### src/rtl/seg15_pkg.sv
// Shared 15-segment encoding and digit-select constants, used by the bcd_seg
// encoder and by the scan-capture decoder. Segments are active-low.
package seg15_pkg;

  localparam logic [14:0] SEG_0     = 15'h7FC0;
  localparam logic [14:0] SEG_1     = 15'h7FF9;
  localparam logic [14:0] SEG_2     = 15'h7DA4;
  localparam logic [14:0] SEG_3     = 15'h7DB0;
  localparam logic [14:0] SEG_4     = 15'h7D99;
  localparam logic [14:0] SEG_5     = 15'h7D92;
  localparam logic [14:0] SEG_6     = 15'h7D82;
  localparam logic [14:0] SEG_7     = 15'h7FF8;
  localparam logic [14:0] SEG_8     = 15'h7D80;
  localparam logic [14:0] SEG_9     = 15'h7D90;
  localparam logic [14:0] SEG_BLANK = 15'h7FFF;

  localparam logic [3:0] DIG_SEL0 = 4'b1110;
  localparam logic [3:0] DIG_SEL1 = 4'b1101;
  localparam logic [3:0] DIG_SEL2 = 4'b1011;
  localparam logic [3:0] DIG_SEL3 = 4'b0111;

  typedef struct packed {
    logic       one;  // exactly one digit enable is active
    logic [1:0] idx;  // index of that digit
  } dig_sel_t;

  function automatic dig_sel_t sel_decode(input logic [3:0] wh);
    dig_sel_t s;
    s = '{one: 1'b0, idx: 2'd0};
    case (wh)
      DIG_SEL0: s = '{one: 1'b1, idx: 2'd0};
      DIG_SEL1: s = '{one: 1'b1, idx: 2'd1};
      DIG_SEL2: s = '{one: 1'b1, idx: 2'd2};
      DIG_SEL3: s = '{one: 1'b1, idx: 2'd3};
      default:  s = '{one: 1'b0, idx: 2'd0};
    endcase
    return s;
  endfunction

endpackage

### src/rtl/seg15_decode.sv
// Combinational 15-segment to BCD decoder; flags numerals and the blank pattern.
module seg15_decode
  import seg15_pkg::*;
(
  input  logic [14:0] pattern,
  output logic [3:0]  bcd,
  output logic        is_num,
  output logic        is_blank
);

  always_comb begin
    // NOTE: every output gets a default first so no path leaves one unassigned (no latch).
    bcd      = 4'd0;
    is_num   = 1'b1;
    is_blank = 1'b0;
    case (pattern)
      SEG_0:     bcd = 4'd0;
      SEG_1:     bcd = 4'd1;
      SEG_2:     bcd = 4'd2;
      SEG_3:     bcd = 4'd3;
      SEG_4:     bcd = 4'd4;
      SEG_5:     bcd = 4'd5;
      SEG_6:     bcd = 4'd6;
      SEG_7:     bcd = 4'd7;
      SEG_8:     bcd = 4'd8;
      SEG_9:     bcd = 4'd9;
      SEG_BLANK: begin
        is_num   = 1'b0;
        is_blank = 1'b1;
      end
      default:   is_num = 1'b0;
    endcase
  end

endmodule

### src/rtl/seg_scan_capture.sv
// Receive-side monitor for the multiplexed 15-segment bus: filters scan
// transitions, decodes stable digits and rebuilds the 4-digit displayed value.
module seg_scan_capture
  import seg15_pkg::*;
#(
  parameter int STABLE_CYCLES = 4,
  parameter int TIMEOUT       = 1048576
) (
  input  logic        clk,
  input  logic        rst_n,
  input  logic [14:0] display,
  input  logic [3:0]  wh_light,
  input  logic        err_clr,
  output logic [3:0]  digit0,
  output logic [3:0]  digit1,
  output logic [3:0]  digit2,
  output logic [3:0]  digit3,
  output logic [3:0]  digit_valid,
  output logic [15:0] frame_value,
  output logic        frame_done,
  output logic [1:0]  err,
  output logic        stale
);

  localparam int              TW      = $clog2(TIMEOUT);
  localparam logic [7:0]      CNT_MAX = 8'(STABLE_CYCLES - 1);
  localparam logic [TW-1:0]   TO_MAX  = TW'(TIMEOUT - 1);

  logic [3:0]       samp_wh;
  logic [14:0]      samp_disp;
  logic [7:0]       stab_cnt;
  logic             captured;
  logic [3:0]       seen;
  logic [TW-1:0]    to_cnt;
  logic [3:0][3:0]  digit_q;

  logic [3:0]       bcd;
  logic             is_num;
  logic             is_blank;
  dig_sel_t         dsel;
  logic             same;
  logic             cap_fire;
  logic             cap_num;
  logic             cap_blank;
  logic             cap_bad;
  logic             cap_multi;
  logic             digit_hit;
  logic [3:0]       hit_mask;
  logic [3:0]       seen_nx;
  logic [3:0]       valid_nx;
  logic [3:0][3:0]  digits_nx;
  logic             frame_hit;

  seg15_decode u_decode (
    .pattern  (samp_disp),
    .bcd      (bcd),
    .is_num   (is_num),
    .is_blank (is_blank)
  );

  assign digit0 = digit_q[0];
  assign digit1 = digit_q[1];
  assign digit2 = digit_q[2];
  assign digit3 = digit_q[3];

  always_comb begin
    same      = ({wh_light, display} == {samp_wh, samp_disp});
    dsel      = sel_decode(samp_wh);
    cap_fire  = (stab_cnt == CNT_MAX) && !captured;
    cap_num   = cap_fire && dsel.one && is_num;
    cap_blank = cap_fire && dsel.one && is_blank;
    cap_bad   = cap_fire && dsel.one && !is_num && !is_blank;
    cap_multi = cap_fire && !dsel.one && (samp_wh != 4'hF);
    digit_hit = cap_num || cap_blank;
    hit_mask  = 4'b0001 << dsel.idx;

    digits_nx = digit_q;
    valid_nx  = digit_valid;
    seen_nx   = seen;
    // Timeout invalidates everything; a capture in the same cycle still lands.
    if (to_cnt == TO_MAX) valid_nx = 4'h0;
    if (cap_num) begin
      digits_nx[dsel.idx] = bcd;
      valid_nx[dsel.idx]  = 1'b1;
      seen_nx             = seen | hit_mask;
    end
    if (cap_blank) begin
      valid_nx[dsel.idx] = 1'b0;
      seen_nx            = seen | hit_mask;
    end
    frame_hit = (seen_nx == 4'hF);
  end

  always_ff @(posedge clk or negedge rst_n) begin
    if (!rst_n) begin
      samp_wh     <= 4'hF;
      samp_disp   <= 15'h7FFF;
      stab_cnt    <= 8'd0;
      captured    <= 1'b0;
      seen        <= 4'h0;
      to_cnt      <= '0;
      digit_q     <= '0;
      digit_valid <= 4'h0;
      frame_value <= 16'h0000;
      frame_done  <= 1'b0;
      err         <= 2'b00;
      stale       <= 1'b0;
    end else begin
      // NOTE: non-blocking assignments so every register sees pre-edge values.
      samp_wh   <= wh_light;
      samp_disp <= display;
      if (same) begin
        stab_cnt <= (stab_cnt == CNT_MAX) ? stab_cnt : stab_cnt + 8'd1;
        captured <= captured | cap_fire;
      end else begin
        stab_cnt <= 8'd0;
        captured <= 1'b0;
      end

      digit_q     <= digits_nx;
      digit_valid <= valid_nx;

      if (frame_hit) begin
        frame_done  <= 1'b1;
        frame_value <= digits_nx;
        seen        <= 4'h0;
      end else begin
        frame_done  <= 1'b0;
        seen        <= seen_nx;
      end

      // Set beats clear when both happen in one cycle.
      err <= (err & {2{~err_clr}}) | {cap_multi, cap_bad};

      if (digit_hit) begin
        to_cnt <= '0;
        stale  <= 1'b0;
      end else if (to_cnt != TO_MAX) begin
        to_cnt <= to_cnt + TW'(1);
      end else begin
        stale  <= 1'b1;
      end
    end
  end

endmodule

### config.mk
export PLATFORM = sky130hd
export DESIGN_NAME = seg_scan_capture
export DESIGN_NICKNAME = d
export VERILOG_FILES = /design/src/rtl/seg15_pkg.sv /design/src/rtl/seg15_decode.sv /design/src/rtl/seg_scan_capture.sv
export SDC_FILE = /design/constraint.sdc
export NUM_CORES = 1
export LEC_CHECK = 0
export CORE_MARGIN = 1
export CORE_UTILIZATION = 54
export DETAILED_ROUTE_END_ITERATION = 7
export GPL_ROUTABILITY_DRIVEN = 0
export PLACE_DENSITY = 0.79
export SYNTH_ARGS = -nofsm -noshare
export SYNTH_HDL_FRONTEND = slang
export SYNTH_SLANG_ARGS = --single-unit
### constraint.sdc
create_clock -name clk -period 3.8 [get_ports clk]
set_input_delay 0.57 -clock clk [delete_from_list [all_inputs] [get_ports clk]]
set_output_delay 0.57 -clock clk [all_outputs]
set_load 0.02 [all_outputs]
==> flow_summary.toml <==
[run_status]
status = "completed"

[pwr]
p_total_mw = 1.890
p_per_area_nw_per_um2 = 364.4
p_int_mw = 1.479
switching_power_mw = 0.4112
combPwrFrac_pct = 4.5
clkPwrFrac_pct = 41.8
leakage_nw = 2.204
ir_worst_vdd_uv = 299.4
swShare_pct = 21.76
pwr-share-seq_pct = 53.7

[critical_path]
ff2ff_path_depth = 7
rrSetupSlack_ns = 0.77
cp.arrival_ns = 3.28
cp-start-kind = "flip-flop"
path_class = "flip-flop to flip-flop"
cp-end-kind = "flip-flop"
worstPathRequired_ns = 4.05
regToRegEndpoint = "frame_value[1]$_DFFE_PN0N_"
rr_startpoint = "samp_disp[10]$_DFF_PN1_"
cp-startpoint = "samp_disp[10]$_DFF_PN1_"
cp_max_fo = 21

[sta]
setup-violations-final = 0
maxSlewHeadroom_pct = 25.95
post-route-period-util_pct = 79.86
setup_tns_ns = 0
clock.fmax_ghz = 0.3295
worst_slack_ns = 0.7655
fin_hold_ws_ns = 0.4013
hold_viol = 0
final.min_clock_period_ns = 3.035
finalClockSkew_ns = 0.009544
worst_pin_slew_ns = 1.111
rsz0062_at_grt = "no"
drv_slew = 0

[route]
first_pass_iters = 4
vias = 3165
drc_errors = 0
drt_iter0_drc = 199
wl_per_cell_um = 16.26
wl_um = 9008
drtAntennaViolNets = 0
avgViaCountPerCell = 5.713

[grt]
grt_pass1_vias = 3040
grt_first_pass_wirelength_um = 15120
grt_max_degree = 93
grtUsageTotal_pct = 23.31
antenna_found_initial = 0
grt-ovfl-total = 0

[layout]
antennaDiodeCount = 0
final_cell_mix = "dfrtp_1 (73), clkdlybuf4s50_1 (60), nor2_1 (37), xnor2_1 (23), nand3_1 (21)"
final_common_cell = "dfrtp_1"
syn_to_final_growth_pct = 21.16
finalNetCount = 471
drive_gt1_share_pct = 13.50

[clocking]
cts_tree = "yes"
clock_latency_ns = 0.36
ctsLongestPathBuffers = 2
cts-hold-fix-buffers = 0
post_cts_resized = 0
cts_sinks = 92
clk_pin_slew_worst_paths_ns = 0.09
numCtsBuffers = 9
htreeDepth = 3
post-cts-setup-buffers = 0
root_buffer = "clkbuf_8"

[place]
post-place-ws_ns = 0.7892
io_buffer_count = 61
hpwl_um = 6264

[hold_path]
min_path_type = "input pin to async pin"

[yosys]
syn_nets = 413
synth_seq_cells = 92
synthTopCellsByArea = "dfrtp_1 (43%), dfstp_2 (12%), xnor2_1 (4.7%)"
synth-adder-area-share_pct = 0.5845
synth-xor-area-share_pct = 8.387
synth_top_family_by_area = "simple AND/OR/NAND/NOR gates"
synth_cells = 389
synth_area_per_cell_um2 = 11.01
synth_enable_flop_cells = 0
synthArstFlopShare_pct = 100.0
synth_compound_area_share_pct = 11.86
yosysWarnings = 0
synthSimpleGateAreaFrac_pct = 16.28
netlist.area_leader.share_pct = 42.67
seq_area_frac_synth_pct = 54.32
synthMuxAreaShare_pct = 4.997
synth_ff_type = "dfrtp_1"
synth_largest_area_cell = "dfrtp_1"
netlist_area_um2 = 4282
synth.distinct_cells = 53

[job]
cap_violations = 0

[die]
die-area_um2 = 8289
ioPinCount = 62
rows = 32
core_area_um2 = 7687
die_height_um = 91.05
fp.dieW_um = 91.05
start_util_pct = 55.70
[registers in the layout, summed over array words and instances (netlist names), 2 cells and up]
register / count
stab_cnt: 8
err: 2
seen: 4
digit1: 4
digit2: 4
digit_valid: 4
digit3: 4
digit0: 4
frame_value: 16
samp_wh: 4
to_cnt: 20
samp_disp: 15
[per-stage QoR]
stage          util (%)  std cells  instance area (um^2)
4_1_cts           67.48        554                  5187
3_5_place_dp      64.31        538                  4943
5_1_grt           67.48        554                  5187
2_1_floorplan         -        389                  4282
3_3_place_gp      64.31        538                  4943
6_report          67.48        554                  5187
[power groups by stage]
stage | registers (mW) | clock network [mW] | logic [mW]
finish | 1.01 | 0.791 | 0.0847
global route | 1.02 | 0.847 | 0.0947
CTS | 1.01 | 0.807 | 0.0870
detailed placement | 1.03 | 0 | 0.0861
global placement | 1.03 | 0 | 0.0849
floorplan | 1.02 | 0 | 0.0452
[cell usage after synthesis, types with 2 or more instances]
| master | instances |
|---|---|
| xnor2_1 | 23 |
| buf_2 | 5 |
| nor3_1 | 4 |
| ha_1 | 2 |
| dfstp_2 | 19 |
| or3_1 | 3 |
| dfrtp_1 | 73 |
| and2_1 | 3 |
| a31o_2 | 2 |
| nor4_1 | 3 |
| buf_6 | 3 |
| nor2b_1 | 2 |
| mux2i_1 | 3 |
| clkbuf_1 | 8 |
| inv_1 | 17 |
| nor4b_1 | 2 |
| nand2_1 | 20 |
| o22a_1 | 4 |
| a21oi_1 | 15 |
| a22o_1 | 5 |
| nand3b_1 | 2 |
| a22oi_1 | 2 |
| mux2_2 | 12 |
| o21ai_0 | 19 |
| and4_1 | 4 |
| nor2_1 | 37 |
| nand3_1 | 21 |
| and3_1 | 6 |
| nand4_1 | 17 |
| a32oi_1 | 5 |
| xor2_1 | 18 |
| nor3b_1 | 3 |
| mux2_1 | 3 |
| nand2b_1 | 2 |
| a2bb2oi_1 | 4 |
[routing by layer]
metal	vias to the layer above	wire length [um]	global-route usage, %
met5	-	0	0
met4	0	125	8.730
met3	14	480	3.685
met2	98	4419	37.25
met1	1559	3983	32.27
li1	1494	-	-
[worst max path at each step]
stage	endpoint	depth (start not counted)
2_1_floorplan	frame_value[15]$_DFFE_PN0N_	10
3_3_place_gp	frame_value[5]$_DFFE_PN0N_	7
3_5_place_dp	frame_value[4]$_DFFE_PN0N_	7
4_1_cts	frame_value[1]$_DFFE_PN0N_	7
5_1_grt	frame_value[8]$_DFFE_PN0N_	7
6_report	frame_value[1]$_DFFE_PN0N_	7
[worst max-delay path, stage by stage, from the launching register on]
cell      delay, ns
dfstp_2        0.55
nand4_1        0.13
nor2_1         0.38
o21ai_1        0.26
and2_1         0.32
a31oi_1        0.33
o2111a_2       0.56
mux2_2         0.39
[layout make-up]
cell class | count | area (um^2)
Fill cell | 565 | 2500
Sequential cell | 92 | 2326
Multi-Input combinational cell | 264 | 1803
Timing Repair Buffer | 63 | 623.1
Tap cell | 102 | 127.6
Clock buffer | 9 | 123.9
Clock inverter | 7 | 120.1
Inverter | 17 | 63.81
[kinds of logic (layout without fill, tap and decap cells)]
family                   count (synthesis)  in the layout
XOR/XNOR                                41             41
multiplexers                            19             19
AND/OR/NAND/NOR                        133            133
AO/OA/AOI/OAI                           69             69
buffers and inverters                   33             96
flip-flops                              92             92
adder cells (fa/ha/maj)                  2              2
No activity file was read; power rests on OpenSTA's default activity.
